--- config.mk ---
export PLATFORM = sky130hd
export DESIGN_NAME = div_unit
export DESIGN_NICKNAME = d
export VERILOG_FILES = /design/src/rtl/div_pkg.sv /design/src/rtl/div_step.sv /design/src/rtl/div_unit.sv
export SDC_FILE = /design/constraint.sdc
export NUM_CORES = 1
export LEC_CHECK = 0
export CORE_MARGIN = 2
export CORE_UTILIZATION = 28
export CTS_CLUSTER_DIAMETER = 120
export DETAILED_ROUTE_END_ITERATION = 8
export GPL_ROUTABILITY_DRIVEN = 0
export SLEW_MARGIN = 20
export SYNTH_ARGS = -nofsm -noshare
export SYNTH_HDL_FRONTEND = slang
export SYNTH_SLANG_ARGS = --single-unit
--- constraint.sdc ---
create_clock -name clk -period 5.1 [get_ports clk]
set_clock_uncertainty 0.2 [all_clocks]
set_input_delay 0.765 -clock clk [delete_from_list [all_inputs] [get_ports clk]]
set_output_delay 0.765 -clock clk [all_outputs]
set_load 0.1 [all_outputs]
--- src/rtl/div_pkg.sv ---
// Shared definitions for the multi-cycle restoring divider (div_unit).
// Optional build macro DIV_FASTPATH_EN: see div_unit.sv.
package div_pkg;

  localparam int DIV_WIDTH   = 32;
  localparam int DIV_LATENCY = 35;

  // Quotient returned when the divisor is zero
  localparam logic [DIV_WIDTH-1:0] DIV_ZERO_QUOT = {DIV_WIDTH{1'b1}};

  typedef enum logic [2:0] {
    IDLE = 3'd0,
    PREP = 3'd1,
    CALC = 3'd2,
    FIX  = 3'd3,
    DONE = 3'd4
  } div_state_t;

endpackage

--- src/rtl/div_step.sv ---
// One restoring division iteration: shift {rem, q} left by one, trial-subtract
// the divisor and keep the difference when it does not go negative.
module div_step #(
  parameter int WIDTH = 32
) (
  input  logic [WIDTH-1:0] rem,
  input  logic [WIDTH-1:0] q,
  input  logic [WIDTH-1:0] divisor,
  output logic [WIDTH-1:0] rem_next,
  output logic [WIDTH-1:0] q_next
);

  logic [WIDTH:0] shifted_s;
  logic [WIDTH:0] trial_s;

  // Trial subtraction on WIDTH+1 bits so the borrow shows up in the MSB
  always_comb begin
    shifted_s = {rem, q[WIDTH-1]};
    trial_s   = shifted_s - {1'b0, divisor};
    if (!trial_s[WIDTH]) begin
      rem_next = trial_s[WIDTH-1:0];
      q_next   = {q[WIDTH-2:0], 1'b1};
    end else begin
      rem_next = shifted_s[WIDTH-1:0];
      q_next   = {q[WIDTH-2:0], 1'b0};
    end
  end

endmodule

--- src/rtl/div_unit.sv ---
// Multi-cycle radix-2 restoring divider for MIPS DIV/DIVU.
// quotient -> LO, remainder -> HI; results held until the next operation.
// Build macro DIV_FASTPATH_EN: when defined, |dividend| < |divisor| skips the
// iteration phase (3-cycle latency, identical results).
import div_pkg::*;

module div_unit #(
  parameter int WIDTH = DIV_WIDTH,
  parameter int CNT_W = 6
) (
  input  logic             clk,
  input  logic             reset,
  input  logic             start,
  input  logic             is_signed,
  input  logic [WIDTH-1:0] dividend,
  input  logic [WIDTH-1:0] divisor,
  input  logic             cancel,
  output logic             busy,
  output logic             done,
  output logic [WIDTH-1:0] quotient,
  output logic [WIDTH-1:0] remainder,
  output logic             div_by_zero
);

  div_state_t       state_r;
  div_state_t       state_next_s;
  logic [WIDTH-1:0] dvd_r;
  logic [WIDTH-1:0] dvs_r;
  logic [WIDTH-1:0] rem_r;
  logic [WIDTH-1:0] q_r;
  logic [CNT_W-1:0] cnt_r;
  logic             sgn_r;
  logic             neg_q_r;
  logic             neg_r_r;
  logic [WIDTH-1:0] abs_dvd_s;
  logic [WIDTH-1:0] abs_dvs_s;
  logic [WIDTH-1:0] step_rem_s;
  logic [WIDTH-1:0] step_q_s;
  logic             dvs_zero_s;
  logic             fast_s;

  div_step #(.WIDTH(WIDTH)) u_step (
    .rem      (rem_r),
    .q        (q_r),
    .divisor  (dvs_r),
    .rem_next (step_rem_s),
    .q_next   (step_q_s)
  );

  // Operand magnitudes from the captured raw operands (used during PREP)
  always_comb begin
    abs_dvd_s  = (sgn_r && dvd_r[WIDTH-1]) ? ({WIDTH{1'b0}} - dvd_r) : dvd_r;
    abs_dvs_s  = (sgn_r && dvs_r[WIDTH-1]) ? ({WIDTH{1'b0}} - dvs_r) : dvs_r;
    dvs_zero_s = (dvs_r == {WIDTH{1'b0}});
`ifdef DIV_FASTPATH_EN
    fast_s     = (abs_dvd_s < abs_dvs_s);
`else
    fast_s     = 1'b0;
`endif
  end

  // Next-state logic; cancel wins over every completion path
  always_comb begin
    state_next_s = state_r;
    case (state_r)
      IDLE: begin
        if (start && !cancel) state_next_s = PREP;
        else                  state_next_s = IDLE;
      end
      PREP: begin
        if (cancel)          state_next_s = IDLE;
        else if (dvs_zero_s) state_next_s = DONE;
        else if (fast_s)     state_next_s = FIX;
        else                 state_next_s = CALC;
      end
      CALC: begin
        if (cancel)                              state_next_s = IDLE;
        else if (cnt_r == CNT_W'(WIDTH - 1))     state_next_s = FIX;
        else                                     state_next_s = CALC;
      end
      FIX: begin
        if (cancel) state_next_s = IDLE;
        else        state_next_s = DONE;
      end
      DONE:    state_next_s = IDLE;
      default: state_next_s = IDLE;
    endcase
  end

  // State register plus registered busy/done status decoded from next state
  always_ff @(posedge clk) begin
    if (reset) begin
      state_r <= IDLE;
      busy    <= 1'b0;
      done    <= 1'b0;
    end else begin
      state_r <= state_next_s;
      busy    <= (state_next_s != IDLE) && (state_next_s != DONE);
      done    <= (state_next_s == DONE);
    end
  end

  // Operand capture, iteration datapath and result registers
  always_ff @(posedge clk) begin
    if (reset) begin
      dvd_r       <= {WIDTH{1'b0}};
      dvs_r       <= {WIDTH{1'b0}};
      rem_r       <= {WIDTH{1'b0}};
      q_r         <= {WIDTH{1'b0}};
      cnt_r       <= {CNT_W{1'b0}};
      sgn_r       <= 1'b0;
      neg_q_r     <= 1'b0;
      neg_r_r     <= 1'b0;
      quotient    <= {WIDTH{1'b0}};
      remainder   <= {WIDTH{1'b0}};
      div_by_zero <= 1'b0;
    end else begin
      case (state_r)
        IDLE: begin
          if (start && !cancel) begin
            dvd_r       <= dividend;
            dvs_r       <= divisor;
            sgn_r       <= is_signed;
            div_by_zero <= 1'b0;
          end
        end
        PREP: begin
          if (!cancel) begin
            neg_q_r <= sgn_r & (dvd_r[WIDTH-1] ^ dvs_r[WIDTH-1]);
            neg_r_r <= sgn_r & dvd_r[WIDTH-1];
            dvs_r   <= abs_dvs_s;
            cnt_r   <= {CNT_W{1'b0}};
            if (dvs_zero_s) begin
              // Zero divisor: all-ones quotient, dividend passed through raw
              quotient    <= DIV_ZERO_QUOT;
              remainder   <= dvd_r;
              div_by_zero <= 1'b1;
            end else if (fast_s) begin
              q_r   <= {WIDTH{1'b0}};
              rem_r <= abs_dvd_s;
            end else begin
              q_r   <= abs_dvd_s;
              rem_r <= {WIDTH{1'b0}};
            end
          end
        end
        CALC: begin
          rem_r <= step_rem_s;
          q_r   <= step_q_s;
          cnt_r <= cnt_r + CNT_W'(1);
        end
        FIX: begin
          if (!cancel) begin
            quotient  <= neg_q_r ? ({WIDTH{1'b0}} - q_r)   : q_r;
            remainder <= neg_r_r ? ({WIDTH{1'b0}} - rem_r) : rem_r;
          end
        end
        default: begin
          // DONE: results already registered, nothing to update
        end
      endcase
    end
  end

endmodule

* After elaboration in Yosys (flattened, before gate mapping) *
Cells that the tools add are included.

word-level totals
  register bits after elaboration = 207
  input bits = 69
  output and inout bits = 67
  logic and storage cells = 90

cells by class
  add/sub/neg operators = 6
  eq/ne operators = 12
  muxes and demuxes = 36
  bitwise gates (word level) = 4
  reductions and logical operators = 18

operators with widths
  cell                     count
  $mux W32                 17
  $pmux W32 S2             5
  $sub A1 B32 Y32 const A  4
  $sub A33 B32 Y33         1
  $logic_not A32 Y1        1
  $ne A2 B2 Y1 const B     6
  $pmux W3 S4              1
  $pmux W6 S2              1
  $reduce_and A4 Y1        3
  $mux W3                  3
  $add A6 B1 Y6 const B    1
  $eq A3 B2 Y1 const B     2
  $eq A6 B5 Y1 const B     1
  $mux W1                  6
  $mux W6                  1
  $reduce_and A2 Y1        3
  $reduce_bool A2 Y1       3
  $logic_and A1 B1 Y1      4
  $eq A3 B1 Y1 const B     1
  $eq A3 B3 Y1 const B     1
  $logic_not A3 Y1         1
  $ne A3 B3 Y1 const B     1
  $reduce_and A3 Y1        1
  $reduce_bool A3 Y1       1
  other kinds (6)          7

* Logic depth before layout (Yosys ltp) *
Gate-level depths: netlist of run 1.

  word-level depth = 6
  gate-level depth with buffers = 13
  depth with buffers taken out = 12

* By module *
From an unflattened synthesis of run 1, not the netlist that was laid out.

second synthesis, totals
  cells, all modules = 1662
  area, all modules = 13006.2 um2

by module, submodules not included
  module    times used  cells each  area an instance (um2)  sequential area each (um2)
  div_unit  1           1323        10542.6                 4144.0
  div_step  1           339         2463.6                  0.0

* Worst setup path before layout of run 1 *
Ideal clock, no wire load.

  path type = reg-to-reg
  start point = reg dvs_r[13]
  end point = reg rem_r[1]
  library setup time = 117 ps
  arrival = 3219 ps
  required time = 4783 ps
  path slack = 1564 ps
  cell stages (with the launch flop) = 12
  path buffers = 1
  clock period less this slack = 3536 ps
  path through = dfxtp_1 > inv_1 > ha_1 > a21oi_1 > o21ai_0 > a311o_1 > nor4_1 > nor2_1 > o311ai_1 > clkbuf_1 > o21ai_0 > a22o_1

on the way
  longest elaborated chain between the ends = 3
  elaborated cells on any way between the ends = 6
  classes of those cells = add/sub: 1; eq/ne: 1; mux: 2; reduce/logical: 2

ends and longest elaborated chain
  element                                                line                            text
  start: declaration                                     div_unit.sv:28                  logic [WIDTH-1:0] dvs_r;
  start signal: assignment                               div_unit.sv:107                 dvs_r <= {WIDTH{1'b0}};
  start signal: assignment                               div_unit.sv:122                 dvs_r <= divisor;
  start signal: assignment                               div_unit.sv:131                 dvs_r <= abs_dvs_s;
  $sub A33 B32 Y33 or $logic_not A32 Y1 (tied branches)  div_step.sv:19, div_unit.sv:54
  $mux W32 or $ne A2 B2 Y1 (tied branches)               -
  $pmux W32 S2 or $reduce_and A3 Y1 (tied branches)      -
  end signal: assignment                                 div_unit.sv:108                 rem_r <= {WIDTH{1'b0}};
  end signal: assignment                                 div_unit.sv:140                 rem_r <= abs_dvd_s;
  end signal: assignment                                 div_unit.sv:143                 rem_r <= {WIDTH{1'b0}};
  end: declaration                                       div_unit.sv:29                  logic [WIDTH-1:0] rem_r;

Several ways; a longest one is shown, not always the timed one.
A chain may end at the register's enable or synchronous reset.

* Final worst setup path of run 1 *
  start point = reg dvs_r[1]
  end point = reg remainder[2]

on the way
  longest elaborated chain between the ends = 3

ends and longest elaborated chain
  element                      line             text
  $logic_not A32 Y1            div_unit.sv:54   dvs_zero_s = (dvs_r == {WIDTH{1'b0}});
  $ne A2 B2 Y1 (no line)       -
  $reduce_and A4 Y1 (no line)  -
  end signal: assignment       div_unit.sv:115  remainder <= {WIDTH{1'b0}};
  end signal: assignment       div_unit.sv:136  remainder <= dvd_r;
  end signal: assignment       div_unit.sv:155  remainder <= neg_r_r ? ({WIDTH{1'b0}} - rem_r) : rem_r;
  end: declaration             div_unit.sv:21   output logic [WIDTH-1:0] remainder,

Every way passes these cells.

==> flow_metrics.tcl, run 1 <==
set metrics [dict create \
    wl_per_cell_um 17.48 \
    fin_crit_sh 0.8851 \
    final-setup-viol-count 0 \
    synth_nets 1737 \
    synth-simple-area-share 0.2317 \
    die_x_um 213.8 \
    rows 76 \
    p_leak_nw 5.597 \
    finalSetupTns_ns 0 \
    hold_ws_ns 0.2622 \
    fmax_mhz 221.5 \
    cts.sinks 207 \
    grt_pass1_vias 11210 \
    path_clk_slew_ns 0.06 \
    synth_seq_cells 207 \
    muxShareOfSynthArea 0.01137 \
    arrival_ns 4.77 \
    cts_buffers 25 \
    postCtsResizedCells 0 \
    ys_seq_area_frac 0.3363 \
    htreeDepth 1 \
    gr-total-overflow 0 \
    power_density_nw_per_um2 273.9 \
    hold_path.class "reg -> reg" \
    avgSynthCellArea_sq_um 7.560 \
    worstSetupStartpointType "register" \
    yosysTopAreaCell "dfxtp_1" \
    drt_iter0_drc 1120 \
    critPathKind "reg -> reg" \
    synth_compound_gate_area_share 0.2488 \
    design_area_sq_um 14940 \
    vias 12110 \
    insertion_delay_ns 0.53 \
    worst-r2r-setup-slack_ns 0.59 \
    synth_top_area_share 0.3363 \
    synthCells 1630 \
    synth_edf_count 0 \
    antennaDiodeCount 0 \
    postRouteAntennaNets 0 \
    wl_um 40130 \
    dp_cells 2251 \
    r2r_cells 11 \
    drt_pass1_iterations 5 \
    fin_crit_ns 4.514 \
    vias_per_cell 5.275 \
    maxSlewHeadroom 0.2615 \
    cts_buffer_depth 3 \
    synth_top_family_by_area "compound AO/OA/AOI/OAI gates" \
    yosys_warnings 0 \
    ff_latch_area_sq_um 4144 \
    drive_above_1_share 0.05260 \
    coreArea_sq_um 43270 \
    dpl_cell_area_sq_um 14140 \
    peakVddDrop_uv 207.0 \
    synthesis.area_sq_um 12320 \
    slowest_stage "nand2_1" \
    slowest_delay_ns 0.73 \
    instances_no_fill 2296 \
    ioPinCount 136 \
    die_y_um 213.8 \
    hold_violations 0 \
    cts_setup_buffers 0 \
    initial_utilization 0.2848 \
    nFillCells 4553 \
    grt.total_usage 0.1723 \
    synthXorXnorAreaFrac 0.08102 \
    cp-endpoint "remainder[2]" \
    cts_hold_buf 0 \
    end_kind "register" \
    slew_violations 0 \
    cts-root-buf "clkbuf_16" \
    worstMarginPinSlew_ns 1.104 \
    grt_pass1_wl_um 63000 \
    cp.required_ns 5.36 \
    netlist_top_cells_area "dfxtp_1 34%, nand2_1 7.4%, a21oi_1 6.1%" \
    die_area_sq_um 45700 \
    multiInputGateArea_sq_um 7594 \
    rsz0062_at_grt "no" \
    synthAdderAreaFrac 0.03919 \
    cts_tree "yes" \
    drc 0 \
    area_growth_pct 21.20 \
    antenna_found_initial 0 \
    reg2reg_to "remainder[2]" \
    grt_max_degree 99 \
    port_buffers 135 \
    place_hpwl_um 29580 \
    status "finished, final reports clean" \
    r2r-start "dvs_r[1]" \
    async_flop_share 0 \
    synthFlopType "dfxtp_1" \
    drv_cap 0 \
    synth_cell_types 73 \
    layout.nets 1800 \
    path_cells "inv_1, ha_1, or3b_1, nor4_1, nand4_1, nand4b_1, or4_1, buf_4, nand2_1, o211ai_1, a21oi_1" \
    crit_fanout 25 \
    critPathLaunch "dvs_r[1]" \
]
## state kept, by name (all words and copies together), names as in the netlist
signal	flops
busy	1
cnt_r	6
div_by_zero	1
done	1
dvd_r	32
dvs_r	32
neg_q_r	1
neg_r_r	1
q_r	32
quotient	32
rem_r	32
remainder	32
sgn_r	1
state_r	3
## synth_stat cells (21+ instances only)
cell	instances
xor2_1	63
a221oi_1	27
nor4_1	22
a211oi_1	32
inv_1	47
nor2_1	163
nor3_1	48
o21ai_0	82
clkbuf_1	106
a31oi_1	21
a22oi_1	26
dfxtp_1	207
nand2_1	244
nand3_1	29
ha_1	37
o31ai_1	28
xnor2_1	51
a21oi_1	151
## worst min path at each step
stage,start,to,slack [ns],depth (start not counted)
2_1_floorplan,dvs_r[27],dvs_r[27],0.25,2
3_3_place_gp,div_by_zero,div_by_zero,0.25,2
3_5_place_dp,div_by_zero,div_by_zero,0.25,2
4_1_cts,div_by_zero,div_by_zero,0.26,2
5_1_grt,remainder[2],remainder[2],0.30,2
6_report,div_by_zero,div_by_zero,0.26,2
## final cells by class
cell class / instances / share of cell area
Clock buffer: 36 / 0.04733
Inverter: 47 / 0.01181
Sequential cell: 207 / 0.2775
Clock inverter: 9 / 0.005613
Tap cell: 585 / 0.04901
Timing Repair Buffer: 155 / 0.1004
Multi-Input combinational cell: 1257 / 0.5084
## critical path, delay by kind of cell, from the launching register on
family | cells | cell delay (ns)
adders and majority gates | 1 | 0.19
DFF | 1 | 0.35
and+or+nand+nor | 6 | 2.91
AOI/OAI and AO/OA | 2 | 0.41
buffers and inverters | 2 | 0.36
## metrics by stage
stage | worst slack, ns | utilization | total power (W)
CTS | 0.7005 | 0.3451 | 0.004122
floorplan | 1.564 | - | 0.002171
global placement | 0.9504 | 0.3268 | 0.002369
global route | 0.2282 | 0.3452 | 0.004270
detailed placement | 0.7048 | 0.3268 | 0.002377
finish | 0.5860 | 0.3452 | 0.004091
## layer usage
layer,GRT usage,vias to the layer above,share of wire
li1,-,6004,-
met3,0.02504,54,0.055
met5,0,-,0
met2,0.2816,304,0.46
met4,0.05723,0,0.030
met1,0.2327,5750,0.46
## kinds of logic (layout without fill, tap and decap cells)
| group | Yosys count | in the layout |
|---|---|---|
| compound gates | 475 | 475 |
| simple gates | 616 | 616 |
| flops | 207 | 207 |
| mux | 14 | 14 |
| fa+ha+maj | 38 | 38 |
| xor+xnor | 114 | 114 |
| buf+inv | 166 | 247 |
## cell usage in the layout (no fill, tap or decap), drive strengths merged, types with 27 or more instances in the layout
| master | count |
|---|---|
| nand2 | 244 |
| dfxtp | 207 |
| nor2 | 163 |
| a21oi | 151 |
| clkdlybuf4s50 | 134 |
| o21ai | 92 |
| xor2 | 63 |
| xnor2 | 51 |
| inv | 49 |
| nor3 | 49 |
| ha | 37 |
| clkbuf | 36 |
| a211oi | 32 |
| nand3 | 30 |
| o31ai | 29 |
| a221oi | 27 |
## power breakdown
part	switching (W)	internal, W
sequential	0.0000551	0.00165
clock	0.000725	0.00101
combinational	0.000391	0.000253
Power figures use the tool's default switching activity.
==> run 2, diff against run 1 <==
- CORE_MARGIN: 2 -> unset
- SETUP_SLACK_MARGIN: unset -> 0.3
==> flow_metrics.tcl, run 2 (synthesis gave the netlist of run 1 again) <==
set metrics [dict create \
    grt.total_usage 0.1735 \
    worstSetupStartpointType "register" \
    cts_tree "yes" \
    wl_um 40020 \
    cts_hold_buf 0 \
    arrival_ns 4.73 \
    ioPinCount 136 \
    worst-r2r-setup-slack_ns 0.63 \
    drive_above_1_share 0.05374 \
    grt_max_degree 91 \
    critPathLaunch "dvs_r[1]" \
    worstMarginPinSlew_ns 1.087 \
    final-setup-viol-count 0 \
    design_area_sq_um 15020 \
    finalPower_w 0.004231 \
    grt_pass1_vias 11100 \
    htreeDepth 1 \
    rows 76 \
    initial_utilization 0.2848 \
    gr-total-overflow 0 \
    postRouteAntennaNets 0 \
    drv_cap 0 \
    place_hpwl_um 29390 \
    port_buffers 135 \
    slew_violations 0 \
    die_y_um 211.8 \
    area_growth_pct 21.86 \
    maxSlewHeadroom 0.2757 \
    die_x_um 211.8 \
    drt_iter0_drc 1095 \
    cts-root-buf "clkbuf_16" \
    p_leak_nw 5.637 \
    rsz0062_at_grt "no" \
    grt_pass1_wl_um 62430 \
    power_density_nw_per_um2 281.7 \
    peakVddDrop_uv 243.0 \
    drc 0 \
    wl_per_cell_um 17.42 \
    cts_setup_buffers 0 \
    hold_violations 0 \
    insertion_delay_ns 0.54 \
    setup_ws_ns 0.6286 \
    finalSetupTns_ns 0 \
    final_cell_mix "244 x nand2_1, 207 x dfxtp_1, 159 x nor2_1, 151 x a21oi_1, 134 x clkdlybuf4s50_1" \
    cts_buffer_depth 3 \
    critPathKind "reg -> reg" \
    coreArea_sq_um 43270 \
    status "finished, final reports clean" \
    cts.sinks 207 \
    r2r-start "dvs_r[1]" \
    pre_cts_ws_ns 0.7986 \
    vias 12160 \
    hold_path.class "reg -> reg" \
    antenna_found_initial 0 \
    fin_crit_ns 4.471 \
    path_clk_slew_ns 0.06 \
    fin_crit_sh 0.8768 \
    cts_buffers 26 \
    utilization 0.3471 \
    crit_fanout 25 \
    fmax_mhz 223.6 \
    layout.nets 1802 \
    end_kind "register" \
    antennaDiodeCount 0 \
    worst_hold_startpoint "div_by_zero" \
    final_common_cell "nand2_1" \
    dpl_cell_area_sq_um 14150 \
    die_area_sq_um 44850 \
    cp.required_ns 5.36 \
    postCtsResizedCells 0 \
    vias_per_cell 5.292 \
    drt_pass1_iterations 5 \
]
run 2: worst paths after layout:
check            endpoint  cells after the start
max          remainder[2]                     11
min reg2reg   div_by_zero                      2
min           div_by_zero                      2
max reg2reg  remainder[2]                     11
run 2: power by group:
group / leakage (nW) / switching (W) / internal (W)
Sequential: 1.67 / 0.0000561 / 0.00165
Clock: 0.425 / 0.000737 / 0.00114
Combinational: 3.54 / 0.000389 / 0.000253
Total: 5.64 / 0.00118 / 0.00305
run 2: worst max-delay path: stages, from the launching register on:
cell,delay (ns)
dfxtp_1,0.35
inv_1,0.11
ha_1,0.21
or3b_1,0.41
nor4_1,0.57
nand4_1,0.29
nand4b_1,0.39
or4_1,0.47
buf_4,0.24
nand2_1,0.72
o211ai_1,0.23
a21oi_1,0.19
run 2: per-layer routing:
layer	track usage	vias up	share of wire
met1	0.2302	5751	0.46
met5	0	-	0
li1	-	6009	-
met4	0.05622	0	0.028
met3	0.02344	58	0.053
met2	0.2887	338	0.46
run 2: cell type report:
class / count / area, sq um
clock inverters: 10 / 142.6
well taps: 585 / 732.0
flip-flops and latches: 207 / 4144
fillers: 4491 / 28250
inverters: 47 / 176.4
clock buffers: 35 / 724.4
repair buffers: 156 / 1506
multi-input cells: 1257 / 7591
run 2: through the flow:
step,instances,hold WS [ns]
CTS,2297,0.2581
detailed placement,2252,0.2496
floorplan,1630,0.2539
global route,2297,0.2812
global placement,2252,0.2535
finish,2297,0.2563
==> run 3, diff against run 2 <==
- CORE_MARGIN: unset -> 4
==> flow_metrics.tcl, run 3 (synthesis gave the netlist of run 1 again) <==
set metrics [dict create \
    rows 76 \
    die_y_um 217.8 \
    grt_pass1_vias 11470 \
    vias 12110 \
    crit_fanout 25 \
    worst-r2r-setup-slack_ns 0.64 \
    drv_cap 0 \
    ioPinCount 136 \
    antennaDiodeCount 0 \
    path_clk_slew_ns 0.06 \
    pre_cts_ws_ns 0.7067 \
    slew_violations 0 \
    cts_setup_buffers 0 \
    maxSlewHeadroom 0.2856 \
    dpl_cell_area_sq_um 14130 \
    rsz0062_at_grt "no" \
    htreeDepth 1 \
    r2r_cells 11 \
    arrival_ns 4.73 \
    drc 0 \
    cts_buffer_depth 3 \
    fmax_mhz 224.0 \
    critPathKind "reg -> reg" \
    antenna_found_initial 0 \
    cts-root-buf "clkbuf_16" \
    reg2reg_to "remainder[2]" \
    design_area_sq_um 14960 \
    grt_pass1_wl_um 64390 \
    initial_utilization 0.2848 \
    r2r-start "dvs_r[1]" \
    final-setup-viol-count 0 \
    postRouteAntennaNets 0 \
    end_kind "register" \
    area_growth_pct 21.43 \
    die_x_um 217.8 \
    min_path_cells 2 \
    finalSetupTns_ns 0 \
    coreArea_sq_um 43270 \
    gr-total-overflow 0 \
    insertion_delay_ns 0.55 \
    drt_pass1_iterations 6 \
    drive_above_1_share 0.05386 \
    cts_tree "yes" \
    power_density_nw_per_um2 278.0 \
    fin_crit_ns 4.464 \
    hold_path.class "reg -> reg" \
    nFillCells 4513 \
    setup_ws_ns 0.6361 \
    die_area_sq_um 47430 \
    hold_violations 0 \
    cts_buffers 25 \
    wl_um 40930 \
    cts_hold_buf 0 \
    wl_per_cell_um 17.85 \
    worst_hold_startpoint "div_by_zero" \
    place_hpwl_um 30170 \
    port_buffers 135 \
    grt_max_degree 82 \
    drt_iter0_drc 1071 \
    vias_per_cell 5.280 \
    grt.total_usage 0.1651 \
    postCtsResizedCells 0 \
    min_to "div_by_zero" \
    status "finished, final reports clean" \
    worstMarginPinSlew_ns 1.068 \
    finalPower_w 0.004160 \
    cts.sinks 207 \
    cp.required_ns 5.37 \
    fin_crit_sh 0.8753 \
    worstSetupStartpointType "register" \
    final_cell_mix "244 x nand2_1, 207 x dfxtp_1, 159 x nor2_1, 151 x a21oi_1, 134 x clkdlybuf4s50_1" \
    final_common_cell "nand2_1" \
    peakVddDrop_uv 215.1 \
    layout.nets 1799 \
    p_leak_nw 5.602 \
]
[run 3: cell count changes in the layout (fill, tap and decap cells not counted)]
cell / previous run / this run
bufinv_16: 3 / 2
clkinv_4: 0 / 1
inv_16: 0 / 1
buf_4: 22 / 20
clkbuf_1: 5 / 2
nand2b_2: 0 / 1
nand2b_1: 16 / 15
clkinvlp_4: 1 / 4
inv_6: 1 / 0
clkinv_8: 1 / 0
clkbuf_16: 26 / 25
[run 3: worst max-delay path by stage]
stage	start	end	slack, ns	cells past startpoint
global route	dvs_r[1]	remainder[9]	0.32	11
CTS	dvs_r[1]	remainder[2]	0.68	11
finish	dvs_r[1]	remainder[2]	0.64	11
global placement	dvs_r[1]	remainder[3]	0.93	11
floorplan	dvs_r[13]	rem_r[1]	1.56	11
detailed placement	dvs_r[1]	remainder[2]	0.71	11
[run 3: per-stage QoR]
| step | std cells | hold slack (ns) | util |
|---|---|---|---|
| floorplan | 1630 | 0.2539 | - |
| global placement | 2250 | 0.2567 | 0.3266 |
| CTS | 2293 | 0.2592 | 0.3457 |
| global route | 2293 | 0.2708 | 0.3459 |
| finish | 2293 | 0.2633 | 0.3459 |
| detailed placement | 2250 | 0.2508 | 0.3266 |
[run 3: worst max-delay path, cell delays in order (launching register included)]
cell	delay (ns)
dfxtp_1	0.35
inv_1	0.11
ha_1	0.20
or3b_1	0.41
nor4_1	0.55
nand4_1	0.29
nand4b_1	0.40
or4_1	0.48
buf_4	0.23
nand2_1	0.72
o211ai_1	0.25
a21oi_1	0.21
[run 3: layout make-up]
type                    count  area, sq um  share of cell area
multi-input cells        1257         7594              0.5074
inverters                  47        176.4             0.01179
well taps                 585        732.0             0.04891
repair buffers            154         1491             0.09967
clock inverters            12        138.9            0.009281
flip-flops and latches    207         4144              0.2769
clock buffers              31        688.2             0.04599
[run 3: where the power goes]
part | internal, W | switching, W | leakage [nW]
Combinational | 0.000254 | 0.000394 | 3.53
Sequential | 0.00165 | 0.0000550 | 1.67
Clock | 0.00106 | 0.000746 | 0.398
[run 3: routing by layer]
metal | GRT usage | vias up | share of wire | wire (um)
li1 | - | 6003 | - | -
met1 | 0.2225 | 5652 | 0.45 | 18590
met2 | 0.2714 | 369 | 0.45 | 18560
met3 | 0.02592 | 84 | 0.059 | 2420
met4 | 0.05351 | 0 | 0.033 | 1351
met5 | 0 | - | 0 | 0
